--- src/rtl/ej32_fetch.sv ---
// eJ32 instruction fetch / operand assembly: memory address mux, fetch address p,
// opcode register, immediate shift register and retired-opcode counter.
module ej32_fetch #(
   parameter int unsigned    ASZ  = 17,
   parameter logic [ASZ-1:0] COLD = '0,
   parameter logic [7:0]     NOP  = 8'h00
) (
   input  logic           clk,
   input  logic           rst,
   input  logic [ASZ-1:0] dc_p_o,
   input  logic           dc_code,
   input  logic           br_ld,
   input  logic [ASZ-1:0] br_tgt,
   input  logic           ls_sel,
   input  logic [ASZ-1:0] ls_addr,
   input  logic           halt,
   input  logic [7:0]     mem_data,
   output logic [ASZ-1:0] mem_addr,
   output logic           mem_rd,
   output logic [ASZ-1:0] p,
   output logic [7:0]     code,
   output logic [31:0]    ir,
   output logic [31:0]    icnt
);

   typedef enum logic {RUN = 1'b0, BRP = 1'b1} state_t;

   state_t         state, state_nxt;
   logic [ASZ-1:0] pend, pend_nxt;
   logic           fv;
   logic           bus_busy;

   assign bus_busy = ls_sel | halt;

   // Address mux and branch-pending next state; a deferred branch is issued
   // on the first cycle the bus is free again.
   always_comb begin
      mem_addr  = dc_p_o;
      mem_rd    = 1'b1;
      state_nxt = state;
      pend_nxt  = pend;

      if (!rst) begin
         mem_addr = COLD;
         mem_rd   = 1'b0;
      end else if (ls_sel) begin
         mem_addr = ls_addr;
         mem_rd   = 1'b0;
      end else if (halt) begin
         mem_addr = p;
         mem_rd   = 1'b0;
      end else if (state == BRP) begin
         mem_addr = pend;
      end else if (br_ld) begin
         mem_addr = br_tgt;
      end

      case (state)
         RUN: begin
            if (br_ld && bus_busy) begin
               state_nxt = BRP;
               pend_nxt  = br_tgt;
            end
         end
         BRP: begin
            if (br_ld) begin
               pend_nxt = br_tgt;
            end
            if (!bus_busy && !br_ld) begin
               state_nxt = RUN;
            end
         end
         default: state_nxt = RUN;
      endcase
   end

   // State, fetch address and opcode/operand capture.
   always_ff @(posedge clk) begin
      if (!rst) begin
         state <= RUN;
         pend  <= '0;
         p     <= COLD;
         code  <= NOP;
         ir    <= '0;
         icnt  <= '0;
         fv    <= 1'b0;
      end else begin
         state <= state_nxt;
         pend  <= pend_nxt;
         fv    <= mem_rd;
         if (mem_rd) begin
            p <= mem_addr;
         end
         if (dc_code) begin
            if (fv) begin
               code <= mem_data;
               ir   <= '0;
               icnt <= icnt + 32'd1;
            end else begin
               code <= NOP;
            end
         end else if (fv) begin
            ir <= {ir[23:0], mem_data};
         end
      end
   end

endmodule

--- config.mk ---
export PLATFORM = sky130hd
export DESIGN_NAME = ej32_fetch
export DESIGN_NICKNAME = d
export VERILOG_FILES = /design/src/rtl/ej32_fetch.sv
export SDC_FILE = /design/constraint.sdc
export NUM_CORES = 1
export LEC_CHECK = 0
export ABC_AREA = 1
export CORE_ASPECT_RATIO = 0.7
export CORE_MARGIN = 2
export CORE_UTILIZATION = 46
export CTS_CLUSTER_DIAMETER = 80
export CTS_CLUSTER_SIZE = 16
export DETAILED_ROUTE_END_ITERATION = 6
export PLACE_DENSITY_LB_ADDON = 0.3
export SLEW_MARGIN = 10
export SYNTH_ARGS = -nofsm -noshare
export SYNTH_HDL_FRONTEND = slang
export SYNTH_SLANG_ARGS = --single-unit
--- constraint.sdc ---
create_clock -name clk -period 1.9 [get_ports clk]
set_clock_uncertainty 0.1 [all_clocks]
set_input_delay 0.19 -clock clk [delete_from_list [all_inputs] [get_ports clk]]
set_output_delay 0.19 -clock clk [all_outputs]
set_load 0.02 [all_outputs]
==> flow_summary.yaml <==
run_status:
  status: "finished clean"
yosys:
  synth_common_cells: "155 x nand2_1, 108 x dfxtp_1, 103 x a21oi_1"
  post-synth-top-count-cell: "nand2_1"
  synth_edf_count: 0
  synth_area_leader_cell: "dfxtp_1"
  synth_cells: 769
  synthDistinctLibCells: 38
  yosys.area.top_type_share_pct: 41.0
  ys_seq_elements: 108
  synth.area.top_cells: "dfxtp_1 41%, nand2_1 11%, a21oi_1 9.8%"
  synth-seq-area-share_pct: 41.0
  synthArstFlopShare_pct: 0
  syn_nets: 835
  syn_area_per_cell_um2: 6.85
  syn_area_um2: 5270
  synth_flop_cell: "dfxtp_1"
  yosys_warnings: 0
finish:
  finalNonFillerCells: 1109
  final_nets: 1017
  fin_util_pct: 69.1
  diodes: 0
  syn2layout_area_growth_pct: 45.5
  drive_gt1_share_pct: 12.1
global_route:
  antenna_found_initial: 0
  grt_overflow: 0
  grt_max_degree: 42
  grt_use_total_pct: 25.1
  grt_pass1_vias: 5324
  grt_pass1_wl_mm: 25.6
sta:
  period_minus_slack_ns: 1.86
  rsz0062_at_grt: "yes"
  timing.final.hold_violations: 0
  fmax_mhz: 539
  period_share_pct: 97.7
  tightest_slew_ns: 0.919
  setup_viol: 0
  fin_ws_ns: 0.0431
  max-slew-margin-rel_pct: 38.7
  slew_violations: 0
  hold_slack_ns: 0.128
flow_run:
  maxCapViolCount: 0
drt:
  drtIter0Drc: 290
  vias: 5691
  drt_first_pass_iters: 4
  drt-wirelength-per-cell_um: 13.8
  viasPerCell: 5.13
  ant_nets: 0
  finalWirelength_mm: 15.3
  drc: 0
floorplanning:
  rows: 32
  die_w_um: 132
  die_y_um: 93.5
  num_io_pins: 172
  start_util_pct: 47.5
  core_um2: 11100
  die_area_um2: 12300
setup_path:
  start_kind: "flop"
  cp.arrival_ns: 1.57
  worstSetupPathType: "reg -> out"
  path_max_fanout: 9
  end_kind: "primary output"
  crit_required_ns: 1.61
clock_network:
  hold_buffers: 0
  root_buffer: "clkbuf_16"
  cts-buffers-inserted: 9
  clk_path_buf_depth: 2
  clkLatencyLatePin_ns: 0.35
  cts-htree-levels: 3
  cts_tree: "done"
  cts.sinks: 108
  path_clk_slew_ns: 0.08
placed_design:
  placedCellCount: 1091
  place_congestion: 0.854
  dp_slack_ns: -0.589
  post-dp-hpwl_mm: 11.1
  port_buffers: 171
power:
  p_leak_nw: 2.83
  p_per_area_nw_per_um2: 658
  p_total_mw: 5.04
  peakVddDrop_mv: 0.586
worst_hold_path:
  hold_path.class: "in -> reg"
==> path summary, 6_finish.rpt <==
kind	from	end	depth (start not counted)	slack (ns)
setup / recovery	state$_SDFF_PN0_	mem_addr[0]	5	0.04
hold / removal	rst	pend[3]$_SDFFE_PN0P_	3	0.13
hold reg to reg	pend[5]$_SDFFE_PN0P_	pend[5]$_SDFFE_PN0P_	2	0.35
setup reg to reg	icnt[1]$_SDFFE_PN0P_	icnt[16]$_SDFFE_PN0P_	8	0.20
==> metal layers <==
layer | global-route usage [%] | share of wire [%] | vias to the layer above
li1 | - | - | 2879
met1 | 34.1 | 47 | 2620
met2 | 39.4 | 44 | 171
met3 | 6.67 | 7.1 | 21
met4 | 7.34 | 1.4 | 0
met5 | 0 | 0 | -
==> kinds of logic (layout without fill, tap and decap cells) <==
kind of cell             count (synthesis)  in the layout  share of synthesized area, %
AND/OR/NAND/NOR                        356            356                          31.0
AO/OA/AOI/OAI                          183            183                          18.0
XOR/XNOR                                 3              3                         0.499
adder cells (fa/ha/maj)                  1              1                         0.237
flip-flops                             108            108                          41.0
buffers and inverters                  118            305                          9.26
==> critical path, cell delays in order, from the launching register on <==
cell	delay, ns
dfxtp_4	0.36
buf_6	0.16
o31ai_4	0.25
o21ai_0	0.11
a21oi_1	0.14
buf_2	0.19
==> sequential cells by signal, indices dropped and copies added, names as in the netlist <==
signal	cells
code	8
p	17
icnt	32
state	1
pend	17
fv	1
ir	32
==> per-stage QoR <==
step	cell area, um2	TNS [ns]
global placement	7320	-11.15
floorplan	5270	0
finish	7670	0
CTS	7590	0
detailed placement	7320	-11.51
global route	7670	-0.0256
==> where the power goes <==
group | internal, mW | leakage [nW] | switching, mW
Combinational | 0.361 | 1.80 | 0.413
Sequential | 2.32 | 0.878 | 0.0403
Clock | 0.996 | 0.148 | 0.909
==> timing repair <==
action | in CTS | in global routing
setup buffers | 2 | 0
resized for setup | 86 | 16
endpoints found under the setup margin | 18 | 18
hold endpoints to repair | 0 | 0
pin swaps | 3 | 3
==> layout make-up <==
| cell class | count | area (um2) |
|---|---|---|
| fillers | 984 | 3420 |
| multi-input cells | 543 | 2690 |
| flip-flops and latches | 108 | 2170 |
| repair buffers | 214 | 2020 |
| inverters | 75 | 292 |
| clock buffers | 11 | 253 |
| well taps | 153 | 191 |
| clock inverters | 5 | 50.0 |
==> cell usage in the layout, fill, tap and decap left out, drive strengths merged, types with 4 or more instances in the layout <==
cell,n
nand2,158
clkdlybuf4s50,149
dfxtp,108
a21oi,103
nor2,95
inv,78
nand3,75
o21ai,72
buf,61
nor3,15
clkbuf,11
nand4,6
o31ai,4
Note: power is estimated with default switching activity, not from simulation.
